===== src/rtl/aes_addroundkey_wddl.sv =====
// Column-serial WDDL AddRoundKey with a 128-bit dual-rail state buffer.
// Every evaluate phase is preceded by an enforced all-zero precharge phase.
module aes_addroundkey_wddl #(
    parameter int unsigned PRECHARGE_CYCLES = 1
) (
    input  logic         clk,
    input  logic         rst,
    input  logic [31:0]  col_mc,
    input  logic [31:0]  col_mc_n,
    input  logic [31:0]  key_col,
    input  logic [31:0]  key_col_n,
    input  logic         in_valid,
    output logic         in_ready,
    output logic [1:0]   col_idx,
    output logic         precharge,
    output logic [127:0] state_p,
    output logic [127:0] state_n,
    output logic         out_valid,
    input  logic         out_ready,
    output logic         dr_err
);

    localparam int unsigned CNT_W   = 4;
    localparam int unsigned COL_W   = 32;
    localparam int unsigned N_COLS  = 4;
    localparam logic [CNT_W-1:0] CNT_LAST = CNT_W'(PRECHARGE_CYCLES - 1);
    localparam logic [1:0]       IDX_LAST = 2'(N_COLS - 1);

    typedef enum logic [1:0] {
        S_PRE  = 2'd0,
        S_EVAL = 2'd1,
        S_FULL = 2'd2
    } state_t;

    state_t                       state_q, state_d;
    logic [CNT_W-1:0]             cnt_q, cnt_d;
    logic [1:0]                   idx_d;
    logic                         err_d;
    logic [0:N_COLS-1][COL_W-1:0] stor_p_q, stor_p_d;
    logic [0:N_COLS-1][COL_W-1:0] stor_n_q, stor_n_d;
    logic [COL_W-1:0]             res_p_c, res_n_c;
    logic                         cw_ok_c;

    // WDDL XOR built only from AND/OR of the two rails; no inverters on data
    assign res_p_c = (col_mc & key_col_n) | (col_mc_n & key_col);
    assign res_n_c = (col_mc & key_col) | (col_mc_n & key_col_n);

    // Codeword is legal only when every bit pair is complementary
    assign cw_ok_c = (&(col_mc ^ col_mc_n)) & (&(key_col ^ key_col_n));

    // Next-state, counter, storage and error logic
    always_comb begin
        state_d  = state_q;
        cnt_d    = cnt_q;
        idx_d    = col_idx;
        err_d    = dr_err;
        stor_p_d = stor_p_q;
        stor_n_d = stor_n_q;
        unique case (state_q)
            S_PRE: begin
                if (cnt_q == CNT_LAST) begin
                    cnt_d   = '0;
                    state_d = S_EVAL;
                end else begin
                    cnt_d = cnt_q + CNT_W'(1);
                end
            end
            S_EVAL: begin
                if (in_valid) begin
                    state_d = S_PRE;
                    if (cw_ok_c) begin
                        stor_p_d[col_idx] = res_p_c;
                        stor_n_d[col_idx] = res_n_c;
                        if (col_idx == IDX_LAST) begin
                            state_d = S_FULL;
                        end else begin
                            idx_d = col_idx + 2'd1;
                        end
                    end else begin
                        err_d = 1'b1;
                    end
                end
            end
            S_FULL: begin
                if (out_ready) begin
                    stor_p_d = '0;
                    stor_n_d = '0;
                    idx_d    = '0;
                    state_d  = S_PRE;
                end
            end
            default: state_d = S_PRE;
        endcase
    end

    // State registers; outputs are registered from the next-state decode
    always_ff @(posedge clk or negedge rst) begin
        if (!rst) begin
            state_q   <= S_PRE;
            cnt_q     <= '0;
            col_idx   <= '0;
            stor_p_q  <= '0;
            stor_n_q  <= '0;
            dr_err    <= 1'b0;
            in_ready  <= 1'b0;
            precharge <= 1'b1;
            out_valid <= 1'b0;
            state_p   <= '0;
            state_n   <= '0;
        end else begin
            state_q   <= state_d;
            cnt_q     <= cnt_d;
            col_idx   <= idx_d;
            stor_p_q  <= stor_p_d;
            stor_n_q  <= stor_n_d;
            dr_err    <= err_d;
            in_ready  <= (state_d == S_EVAL);
            precharge <= (state_d == S_PRE);
            out_valid <= (state_d == S_FULL);
            state_p   <= (state_d == S_FULL) ? stor_p_d : '0;
            state_n   <= (state_d == S_FULL) ? stor_n_d : '0;
        end
    end

endmodule

===== config.mk =====
export PLATFORM = sky130hd
export DESIGN_NAME = aes_addroundkey_wddl
export DESIGN_NICKNAME = d
export VERILOG_FILES = /design/src/rtl/aes_addroundkey_wddl.sv
export SDC_FILE = /design/constraint.sdc
export NUM_CORES = 1
export LEC_CHECK = 0
export ABC_AREA = 1
export CAP_MARGIN = 0
export CORE_ASPECT_RATIO = 2
export CORE_MARGIN = 3
export CORE_UTILIZATION = 28
export CTS_BUF_LIST = sky130_fd_sc_hd__clkbuf_16
export DETAILED_ROUTE_END_ITERATION = 8
export DONT_BUFFER_PORTS = 1
export PLACE_DENSITY_LB_ADDON = 0.12
export REMOVE_ABC_BUFFERS = 1
export SYNTH_ARGS = -nofsm -noshare
export SYNTH_HDL_FRONTEND = slang
export SYNTH_SLANG_ARGS = --single-unit

===== constraint.sdc =====
create_clock -name clk -period 5.2 [get_ports clk]
set_clock_uncertainty 0.05 [all_clocks]
set_input_delay 0.52 -clock clk [delete_from_list [all_inputs] [get_ports clk]]
set_output_delay 0.52 -clock clk [all_outputs]
set_load 0.01 [all_outputs]

### Word-level counts from Yosys, hierarchy flattened

Index checks and enable logic that the tools add are counted.

| word-level totals | value |
|---|---|
| output and inout bits | 262 |
| bits of input ports | 132 |
| register bits | 524 |

| cells by class | value |
|---|---|
| order comparisons | 2 |
| equal/unequal tests | 9 |
| mux-type cells | 26 |
| reductions and logical operators | 9 |
| bitwise logic cells | 11 |
| $add $sub $neg | 2 |

Operator list:

| cell | count |
|---|---|
| $mux W128 | 8 |
| $pmux W128 S2 | 2 |
| $bwmux W128 | 2 |
| $and A32 B32 Y32 | 4 |
| $demux W32 S2 | 1 |
| $or A32 B32 Y32 | 2 |
| $reduce_and A32 Y1 | 2 |
| $xor A32 B32 Y32 | 2 |
| $mux W32 | 1 |
| $mux W2 | 9 |
| $ne A2 B2 Y1 const B | 4 |
| $eq A2 B2 Y1 const B | 3 |
| $pmux W2 S3 | 1 |
| $reduce_and A5 Y1 | 1 |
| $add A4 B1 Y4 const B | 1 |
| $eq A2 B1 Y1 const B | 2 |
| $logic_not A2 Y1 | 2 |
| $logic_not A4 Y1 | 1 |
| $mux W4 | 1 |
| $pmux W2 S2 | 1 |
| $ge A3 B3 Y1 const B | 1 |
| $lt A3 B1 Y1 const B | 1 |
| $not A2 Y3 | 1 |
| $reduce_and A3 Y1 | 1 |
| other kinds (5) | 5 |

### Logic depth before layout (Yosys ltp)

Gate-level depths: netlist (run 1).

| logic depth | value |
|---|---|
| depth after elaboration | 10 |
| gate-level depth with buffers | 17 |

### Worst setup path before layout (run 1)

OpenSTA, ideal clock, no wires.

| timing path | value |
|---|---|
| path kind | register to register |
| start | reg state_q[1] |
| end | reg state_n[100] |
| buffers on the path | 2 |
| slack | 3043 ps |
| cell stages (with the launch flop) | 13 |
| required time | 5078 ps |
| data arrival time | 2034 ps |
| path through | dfrtp_1 > inv_1 > ha_1 > inv_1 > or2_2 > nand2_1 > a21oi_1 > or2_2 > nand2_1 > nand3_2 > buf_2 > clkbuf_1 > nor2_1 |

| between the ends | value |
|---|---|
| longest elaborated chain between the ends | 4 |
| elaborated cells between the ends (all ways) | 10 |
| classes of those cells | eq/ne: 3; mux: 6; reduce/logical: 1 |

RTL lines:

| item | line | text |
|---|---|---|
| from (decl) | 35 | `state_t state_q, state_d;` |
| from (signal assigned) | 111 | `state_q <= state_d;` |
| $eq A2 B2 Y1, or another cell as far along | 59 | `unique case (state_q)` |
| $pmux W2 S3 | 59 |  |
| $eq A2 B2 Y1 | 121 | `state_n <= (state_d == S_FULL) ? stor_n_d : '0;` |
| $mux W128 * | 121 |  |
| to (signal assigned) | 121 |  |
| to (decl) | 17 | `output logic [127:0] state_n,` |

Every way passes the cells marked *; elsewhere a longest branch is shown, timed or not.
A chain may end at the register's enable or synchronous reset.

### Worst setup path after layout (run 1)

| timing path | value |
|---|---|
| start | reg state_q[1] |
| end | reg state_p[120] |

| between the ends | value |
|---|---|
| longest elaborated chain between the ends | 4 |
| elaborated cells between the ends (all ways) | 10 |
| classes of those cells | eq/ne: 3; mux: 6; reduce/logical: 1 |

RTL lines:

| item | line | text |
|---|---|---|
| $eq A2 B2 Y1, or another cell as far along | 59 |  |
| $pmux W2 S3 | 59 |  |
| $eq A2 B2 Y1 | 120 | `state_p <= (state_d == S_FULL) ? stor_p_d : '0;` |
| $mux W128 * | 120 |  |
| to (signal assigned) | 120 |  |
| to (decl) | 16 | `output logic [127:0] state_p,` |

Marks and branches as above.

==> impl_metrics.tcl, run 1 <==
set metrics [dict create \
    total_power_w 0.0107 \
    max-cap-violations 0 \
    synth_enable_flop_cells 0 \
    final_period_minus_worst_setup_slack_ns 3.39 \
    worst_path_required_time_ns 5.65 \
    whs_ns -0.433 \
    grt_util_met2_pct 31.5 \
    ys.flop_type "dfrtp_1" \
    tritoncts.num_buffers 52 \
    detail_route.wl_per_cell_um 20.7 \
    post_drt_via_cell_ratio 4.79 \
    antenna_violating_nets_post_route 0 \
    synth.lib_cells_used.distinct 25 \
    max-slew-margin-rel_pct -106 \
    vias 21700 \
    arrival_worst_endpoint_ns 3.83 \
    timing.final.setup_violations 0 \
    drt_iter0_drc 1512 \
    ctsHtreeMaxLevel 2 \
    layout.nets 3446 \
    initial_core_util_pct 28.2 \
    cts_tree "built" \
    cp.buffers_inverters 3 \
    timing.critical_path.from "state_q[1]$_DFF_PN0_" \
    met3_layer_usage_reported_by_global_route_pct 4.73 \
    critical-path-max-stage-delay_ns 0.41 \
    post-place-ws_ns 1.28 \
    final_min_period_over_clock_period_pct 65.1 \
    final_util_pct 31.2 \
    timing_worst_slew_pin_value_ns 3.09 \
    failed_checks "hold timing, slew limit" \
    fin_ws_ns 1.81 \
    layout.area.seq_mm2 0.0131 \
    critical_path.cell_chain "inv_1 > ha_1 > inv_1 > or2_2 > nand2_1 > a21oi_1 > or2_2 > nand2_1 > nand3_4 > buf_12 > a21oi_1" \
    count_of_standard_cell_rows 157 \
    unrepaired_setup_endpoints_after_global_routing "no" \
    power.leakage_nw 14.6 \
    design.portCount 394 \
    global_route_wire_length_before_repair_um 141000 \
    clk_latency_ns 0.62 \
    grt_pass1_vias 21200 \
    clockBufferDepth 3 \
    multiInputGateArea_mm2 0.00950 \
    synth_area_mm2 0.0258 \
    synthesized_area_divided_by_synthesized_cell_count_um2 7.52 \
    drt-total-wl_um 93900 \
    gr-usage-all-layers_pct 19.3 \
    grt_start_max_net_pins 525 \
    clock_sinks 524 \
    outcome "finished with violations" \
    highest_achievable_clock_rate_mhz 295 \
    worst_path_dominant_cell_family "simple AND/OR/NAND/NOR gates" \
    ys_seq_area_share_pct 50.8 \
    dieWidth_um 221 \
    fp.dieH_um 436 \
    globalplace.congestion 0.735 \
    setup_total_negative_slack_ns 0 \
    power.density_cell_area_mw_per_mm2 376 \
    hold_viol 254 \
    core_mm2 0.0915 \
    synthToLayoutAreaGrowth_pct 10.4 \
    drt_drc_violations_left 0 \
    postSynthRegisterBits 524 \
    endpoint_kind "flop" \
    initial_antenna_violation_count 4 \
    clk_root_buffer_cell "clkbuf_16" \
    critical_path_peak_fanout 100 \
    gr-usage-met1_pct 25.5 \
    crit_path_top_delay_cell "a21oi_1" \
    grt.busiest_layer "met2" \
    die_area_mm2 0.0962 \
    path_clk_slew_ns 0.07 \
    irDropWorstVdd_mv 0.324 \
    critPathKind "flop to flop" \
    hpwlAfterDp_um 57700 \
    hold_path_class "input port to async pin" \
    post_synthesis_cell_count 3436 \
    ys_warn_count 0 \
    worstReg2RegStart "state_q[1]$_DFF_PN0_" \
    report.final.slew_viol_count 460 \
    gr-total-overflow 0 \
    final.fill_count 9892 \
    worst_setup_path_start_kind "flop" \
    dr.pass1.iters 7 \
    synthArstFlopShare_pct 100 \
    portBuffers 0 \
    drive_gt1_share_pct 4.22 \
    ctsResizeCount 0 \
]
[registers in the layout (all words and copies together), names as in the netlist]
signal	count
cnt_q	4
state_q	2
stor_n_q	128
col_idx	2
dr_err	1
precharge	1
state_n	128
in_ready	1
stor_p_q	128
out_valid	1
state_p	128
[layer usage]
| layer | up-vias | share of wire (%) |
|---|---|---|
| met5 | - | 0.014 |
| met4 | 2 | 2.5 |
| met3 | 91 | 7.2 |
| met2 | 613 | 47 |
| met1 | 10500 | 43 |
| li1 | 10500 | - |
[cell type report]
type / instances / area share, %
clock buffer: 53 / 4.65
antenna: 1 / 0.00877
inverter: 629 / 8.36
clock inverter: 42 / 1.61
timing repair buffer: 24 / 0.851
sequential: 524 / 46.0
multi-input combinational: 2073 / 33.3
tap: 1192 / 5.23
[worst paths after layout]
path	to	slack, ns	depth (start not counted)
max	state_p[120]$_DFF_PN0_	1.81	11
min	cnt_q[0]$_DFFE_PN0P_	-0.43	0
max reg2reg	state_p[120]$_DFF_PN0_	1.81	11
min reg2reg	cnt_q[3]$_DFFE_PN0P_	0.43	1
max in group asynchronous	stor_p_q[90]$_DFF_PN0_	3.13	0
min in group clk	dr_err$_DFFE_PN0P_	0.16	1
[kinds of logic after synthesis]
| group | count (synthesis) | synth area share [%] |
|---|---|---|
| DFF | 524 | 50.8 |
| and+or+nand+nor | 1547 | 25.6 |
| buffers and inverters | 839 | 12.6 |
| adders and majority gates | 10 | 0.484 |
| AOI/OAI and AO/OA | 503 | 10.1 |
| xor gates and xnor gates | 13 | 0.441 |
[synth_stat cells, types with 3 or more instances]
library cell / n / area share [%]
a21oi_1: 86 / 1.7
buf_1: 12 / 0.17
buf_2: 40 / 0.77
buf_6: 9 / 0.39
clkbuf_1: 149 / 2.2
clkinv_1: 4 / 0.058
dfrtp_1: 523 / 51
ha_1: 10 / 0.48
inv_1: 608 / 8.8
inv_2: 17 / 0.25
nand2_1: 757 / 11
nand3_1: 439 / 8.5
nand4_1: 90 / 2.2
nor2_1: 253 / 3.7
o21ai_0: 272 / 5.3
o21ai_1: 80 / 1.5
o22ai_1: 64 / 1.5
or2_2: 3 / 0.073
xor2_1: 13 / 0.44
[metrics by stage]
step	area (µm²)	instances
2_1_floorplan	24900	3226
3_3_place_gp	26700	4442
3_5_place_dp	26700	4442
4_1_cts	28500	4537
5_1_grt	28500	4538
6_report	28500	4538
[report_power, final]
part	switching, W	internal, W
combinational	0.00204	0.000454
clock	0.00180	0.00231
sequential	0.0000318	0.00410
total	0.00387	0.00686
[worst reg2reg max path: stages, from the launching register on]
cell,delay [ns]
dfrtp_1,0.40
inv_1,0.10
ha_1,0.40
inv_1,0.12
or2_2,0.29
nand2_1,0.11
a21oi_1,0.05
or2_2,0.27
nand2_1,0.15
nand3_4,0.40
buf_12,0.35
a21oi_1,0.58
[layout by cell type (no fill, tap or decap), types with 7 or more instances in the layout]
cell,synthesis,final
buf_4,0,19
clkinvlp_4,0,9
a21oi_1,86,86
o21ai_1,80,80
nand4_1,90,90
xor2_1,13,13
nor2_1,253,253
nand2_1,757,756
clkinv_1,4,7
dfrtp_1,523,523
nand3_1,439,437
ha_1,10,8
o22ai_1,64,64
o21ai_0,272,272
clkbuf_16,0,53
inv_1,608,614
bufinv_16,0,9
inv_2,17,16
[timing repair]
item                       in CTS  in global routing
hold endpoints to repair      524                524
setup buffers                   0                  0
setup endpoints to repair       0                  0
No activity file was read; power rests on OpenSTA's default activity.
==> run 2, diff against run 1 <==
==> constraint.sdc (replaced) <==
create_clock -name clk -period 3.2 [get_ports clk]
set_clock_uncertainty 0.05 [all_clocks]
set_input_delay 0.32 -clock clk [delete_from_list [all_inputs] [get_ports clk]]
set_output_delay 0.32 -clock clk [all_outputs]
set_load 0.01 [all_outputs]
==> run 2 against run 1 <==
The flow still finishes with violations (hold timing, slew limit). Utilization up 0.47 points. Setup slack worse by 1.4 ns. Sequential share of layout area down 0.68 points. Clock power up 55%. Register-to-register slack worse by 1.4 ns. Wire length up 2.3%. Sequential cell count unchanged. Via count up 0.55%. Clock-buffer cell count up 1. Final cell count up 0.75%. First-iteration DRC count down 11%.
==> impl_metrics.tcl, run 2 (synthesized netlist as in run 1, its figures left out) <==
set metrics [dict create \
    cp.buffers_inverters 4 \
    globalplace.congestion 0.770 \
    timing_worst_slew_pin_value_ns 3.76 \
    postCtsHoldBufs 3 \
    switching_share_pct 36.3 \
    final_period_minus_worst_setup_slack_ns 2.83 \
    post_drt_via_cell_ratio 4.78 \
    critical_path_peak_fanout 97 \
    cp.depth 12 \
    core_mm2 0.0915 \
    grt_start_max_net_pins 525 \
    outcome "finished with violations" \
    ctsHtreeMaxLevel 2 \
    cts_tree "built" \
    power.density_cell_area_mw_per_mm2 605 \
    worstReg2RegStart "state_q[0]$_DFF_PN0_" \
    drt_iter0_drc 1346 \
    drive_gt1_share_pct 4.94 \
    power.net_switching_w 0.00636 \
    final_area_mm2 0.0289 \
    failed_checks "hold timing, slew limit" \
    initial_core_util_pct 28.2 \
    m1WireLength_um 39700 \
    tritoncts.num_buffers 53 \
    hold_path_class "input port to async pin" \
    design.portCount 394 \
    power_frac_seq_pct 38.4 \
    highest_achievable_clock_rate_mhz 353 \
    power.leakage_nw 14.8 \
    setup.reg_to_reg.worst_slack_ns 0.37 \
    ctsResizeCount 0 \
    worst_r2r_path_depth 12 \
    worst_setup_path_start_kind "flop" \
    crit_path_top_delay_cell "dfrtp_1" \
    critical_path.cell_chain "inv_1 > ha_1 > inv_1 > or2_2 > nand2_1 > o21ai_0 > o21ai_0 > nand2_1 > nand3_4 > buf_12 > buf_12 > nor2_1" \
    drt_drc_violations_left 0 \
    comb_power_share_pct 25.3 \
    dieWidth_um 221 \
    arrival_worst_endpoint_ns 3.28 \
    worstSetupEndpoint "state_n[59]$_DFF_PN0_" \
    clock_sinks 524 \
    drt-total-wl_um 96100 \
    met2_wirelength_um 46300 \
    whs_ns -0.618 \
    die_area_mm2 0.0962 \
    unrepaired_setup_endpoints_after_global_routing "no" \
    worst_path_required_time_ns 3.65 \
    detail_route.wl_per_cell_um 21.0 \
    setup_total_negative_slack_ns 0 \
    vias 21800 \
    critPathKind "flop to flop" \
    highest_layer "met5" \
    hpwlAfterDp_um 61200 \
    clock_power_share_pct 36.3 \
    portBuffers 0 \
    clk_root_buffer_cell "clkbuf_16" \
    dp_cells 4470 \
    fp.dieH_um 436 \
    final_min_period_over_clock_period_pct 88.5 \
    count_of_standard_cell_rows 157 \
    antenna_violating_nets_post_route 0 \
    dr.pass1.iters 5 \
    timing.critical_path.from "state_q[0]$_DFF_PN0_" \
    hold_viol 297 \
    cts_post_setup_buffers_inserted 0 \
    internal-power_w 0.0112 \
    clk_latency_ns 0.64 \
    layout.nets 3478 \
    worst_path_dominant_cell_family "simple AND/OR/NAND/NOR gates" \
    global_route_wire_length_before_repair_um 143000 \
    max-cap-violations 0 \
    gr-total-overflow 0 \
    path_clk_slew_ns 0.07 \
    initial_antenna_violation_count 5 \
    max-slew-margin-rel_pct -150 \
    timing.final.setup_violations 0 \
    total_power_w 0.0175 \
    synthToLayoutAreaGrowth_pct 12.0 \
    endpoint_kind "flop" \
    critical_path.reg2reg.endpoint "state_n[59]$_DFF_PN0_" \
    gr-usage-all-layers_pct 19.7 \
    met3_wirelength_um 7490 \
    critical-path-max-stage-delay_ns 0.43 \
    leading_cell_types_in_the_layout_fill_and_taps_excluded "nand2_1 (756), inv_1 (616), dfrtp_1 (523)" \
    final_instance_count_excl_fillers 4572 \
    report.final.slew_viol_count 355 \
    clockBufferDepth 3 \
    layout.cells.most_common "nand2_1" \
    placed_cell_area_mm2 0.0272 \
    grt_pass1_vias 21900 \
    irDropWorstVdd_mv 0.402 \
]
## run 2: per-layer routing
metal / vias to the layer above / GRT usage [%]
met1: 10600 / 24.8
li1: 10600 / -
met2: 595 / 33.0
met5: - / 0
met3: 105 / 5.57
met4: 2 / 5.45
## run 2: worst reg2reg max path: cells and delay by family (launching register included)
family	cells	cell delay, ns
AOI/OAI and AO/OA	2	0.19
adders and majority gates	1	0.18
buffers and inverters	4	1.00
DFF	1	0.43
and+or+nand+nor	5	0.85
## run 2: how the worst min path moves through the flow
| stage | from | end | slack [ns] | cells past startpoint |
|---|---|---|---|---|
| floorplan | rst | cnt_q[0]$_DFFE_PN0P_ | -0.03 | 0 |
| global placement | rst | state_p[54]$_DFF_PN0_ | -0.004 | 0 |
| detailed placement | rst | state_p[22]$_DFF_PN0_ | -0.01 | 0 |
| CTS | rst | state_p[54]$_DFF_PN0_ | -0.70 | 0 |
| global route | rst | state_n[38]$_DFF_PN0_ | -0.66 | 0 |
| finish | rst | state_n[38]$_DFF_PN0_ | -0.62 | 0 |
## run 2: layout make-up
class                           count  area (µm²)
Multi-Input combinational cell   2073        9500
Sequential cell                   524       13100
Antenna cell                        2        5.00
Clock buffer                       54        1350
Fill cell                        9924       62600
Tap cell                         1192        1490
Clock inverter                     43         335
Inverter                          629        2380
Timing Repair Buffer               55         766
## run 2: through the flow
step	setup WS (ns)	utilization (%)	hold slack, ns
CTS	0.361	31.6	-0.698
global route	0.155	31.6	-0.663
detailed placement	0.239	29.7	-0.00959
floorplan	-4.09	-	-0.0256
finish	0.367	31.6	-0.618
global placement	0.323	29.7	-0.00370
## run 2: power by group through the flow
stage               clock network, W  registers, W  logic [W]
floorplan                          0       0.00682    0.00216
global placement                   0       0.00685    0.00448
detailed placement                 0       0.00685    0.00450
CTS                          0.00663       0.00672    0.00456
global route                 0.00684       0.00672    0.00495
finish                       0.00637       0.00673    0.00443
==> run 3, diff against run 2 <==
--- a/config.mk
+++ b/config.mk
@@ -9,11 +9,11 @@
 export CAP_MARGIN = 0
 export CORE_ASPECT_RATIO = 2
 export CORE_MARGIN = 3
-export CORE_UTILIZATION = 28
+export CORE_UTILIZATION = 30
 export CTS_BUF_LIST = sky130_fd_sc_hd__clkbuf_16
 export DETAILED_ROUTE_END_ITERATION = 8
 export DONT_BUFFER_PORTS = 1
-export PLACE_DENSITY_LB_ADDON = 0.12
+export PLACE_DENSITY = 0.44
 export REMOVE_ABC_BUFFERS = 1
 export SYNTH_ARGS = -nofsm -noshare
 export SYNTH_HDL_FRONTEND = slang
==> run 3 against run 2 <==
The flow still finishes with violations (hold timing, slew limit). Die area fell by 6.5%. Sequential cell count did not move. Sequential power barely moved. Non-clock buffer count rose by 8. Maximum frequency rose by 4.3%. First-iteration DRC count rose by 13%. Via count rose by 0.36%. Sequential share of layout area barely moved. Register-to-register slack improved by 0.12 ns.
==> impl_metrics.tcl, run 3 (synthesized netlist as in run 1, its figures left out) <==
set metrics [dict create \
    critical-path-max-stage-delay_ns 0.42 \
    gr-total-overflow 0 \
    global_route_wire_length_before_repair_um 145000 \
    design.portCount 394 \
    power.leakage_nw 14.9 \
    power.density_cell_area_mw_per_mm2 613 \
    setup_total_negative_slack_ns 0 \
    drt_iter0_drc 1526 \
    endpoint_kind "flop" \
    worst_setup_path_start_kind "flop" \
    vias 21900 \
    max-slew-margin-rel_pct -51.4 \
    failed_checks "hold timing, slew limit" \
    clk_root_buffer_cell "clkbuf_16" \
    worst_path_required_time_ns 3.63 \
    count_of_standard_cell_rows 151 \
    ctsResizeCount 0 \
    dieWidth_um 214 \
    initial_antenna_violation_count 2 \
    report.final.slew_viol_count 226 \
    dr.pass1.iters 5 \
    final_instance_count_excl_fillers 4459 \
    globalplace.congestion 0.766 \
    final_min_period_over_clock_period_pct 84.8 \
    layout.area.seq_mm2 0.0131 \
    fp.dieH_um 421 \
    post-place-ws_ns 0.221 \
    timing_worst_slew_pin_value_ns 2.27 \
    postCtsHoldBufs 14 \
    fin_ws_ns 0.485 \
    hold_path_class "input port to async pin" \
    hold_viol 523 \
    layout.nets 3486 \
    leading_cell_types_in_the_layout_fill_and_taps_excluded "nand2_1 (756), inv_1 (613), dfrtp_1 (523)" \
    portBuffers 0 \
    post_drt_via_cell_ratio 4.92 \
    critical_path.cell_chain "inv_1 > ha_1 > inv_1 > or2_2 > nand2_1 > a21oi_1 > or2_2 > nand2_1 > nand3_4 > buf_12 > a21oi_1" \
    clock_sinks 524 \
    core_mm2 0.0850 \
    cp.buffers_inverters 3 \
    clk_latency_ns 0.62 \
    critical_path_peak_fanout 105 \
    initial_core_util_pct 30.4 \
    layout.cells.most_common "nand2_1" \
    outcome "finished with violations" \
    tritoncts.num_buffers 53 \
    worst_path_dominant_cell_family "simple AND/OR/NAND/NOR gates" \
    timing.final.setup_violations 0 \
    detail_route.wl_per_cell_um 22.0 \
    die_area_mm2 0.0899 \
    whs_ns -0.611 \
    multiInputGateArea_mm2 0.00950 \
    cts_tree "built" \
    grt_start_max_net_pins 525 \
    cts_post_setup_buffers_inserted 0 \
    clockBufferDepth 3 \
    highest_achievable_clock_rate_mhz 368 \
    gr-usage-all-layers_pct 21.6 \
    antenna_violating_nets_post_route 0 \
    hpwlAfterDp_um 58100 \
    grt_pass1_vias 21300 \
    drive_gt1_share_pct 5.11 \
    critPathKind "flop to flop" \
    dp_cells 4346 \
    drt-total-wl_um 98100 \
    irDropWorstVdd_mv 0.416 \
    unrepaired_setup_endpoints_after_global_routing "no" \
    insertedDiodeCount 0 \
    total_power_w 0.0177 \
    synthToLayoutAreaGrowth_pct 12.0 \
    ctsHtreeMaxLevel 2 \
    final_period_minus_worst_setup_slack_ns 2.71 \
    setup.reg_to_reg.worst_slack_ns 0.49 \
    arrival_worst_endpoint_ns 3.15 \
    max-cap-violations 0 \
    crit_path_top_delay_cell "dfrtp_1" \
    path_clk_slew_ns 0.07 \
    final.fill_count 9019 \
    drt_drc_violations_left 0 \
]
[run 3: layout make-up]
class                           instances  area share [%]
Inverter                              629            8.24
Clock buffer                           55            4.76
Clock inverter                         44            1.33
Timing Repair Buffer                   63            2.87
Sequential cell                       524            45.3
Multi-Input combinational cell       2073            32.8
Tap cell                             1071            4.63
[run 3: worst paths after layout]
path,from,to,cells after the start
worst max-delay path,state_q[1]$_DFF_PN0_,state_p[13]$_DFF_PN0_,11
worst min-delay path,rst,state_n[73]$_DFF_PN0_,0
worst max register to register,state_q[1]$_DFF_PN0_,state_p[13]$_DFF_PN0_,11
worst min register to register,cnt_q[3]$_DFFE_PN0P_,cnt_q[3]$_DFFE_PN0P_,1
max in group asynchronous,rst,stor_n_q[67]$_DFF_PN0_,0
min in group clk,in_valid,stor_n_q[14]$_DFF_PN0_,4
[run 3: metal layers]
layer	wire, µm	up-vias	GRT usage, %	part of all wire, %
li1	-	10600	-	-
met1	40700	10500	27.6	42
met2	46900	682	35.7	48
met3	6820	127	4.93	7.0
met4	3620	4	7.63	3.7
met5	27	-	0	0.028
[run 3: report_power, final]
part / switching [W] / internal (W)
logic: 0.00348 / 0.00102
clock network: 0.00291 / 0.00361
registers: 0.0000599 / 0.00666
[run 3: metrics by stage]
step	util (%)	area (µm²)
after floorplan	-	24900
after global placement	31.7	26900
after detailed placement	31.7	26900
after CTS	34.0	28900
after global routing	34.0	28900
final	34.0	28900
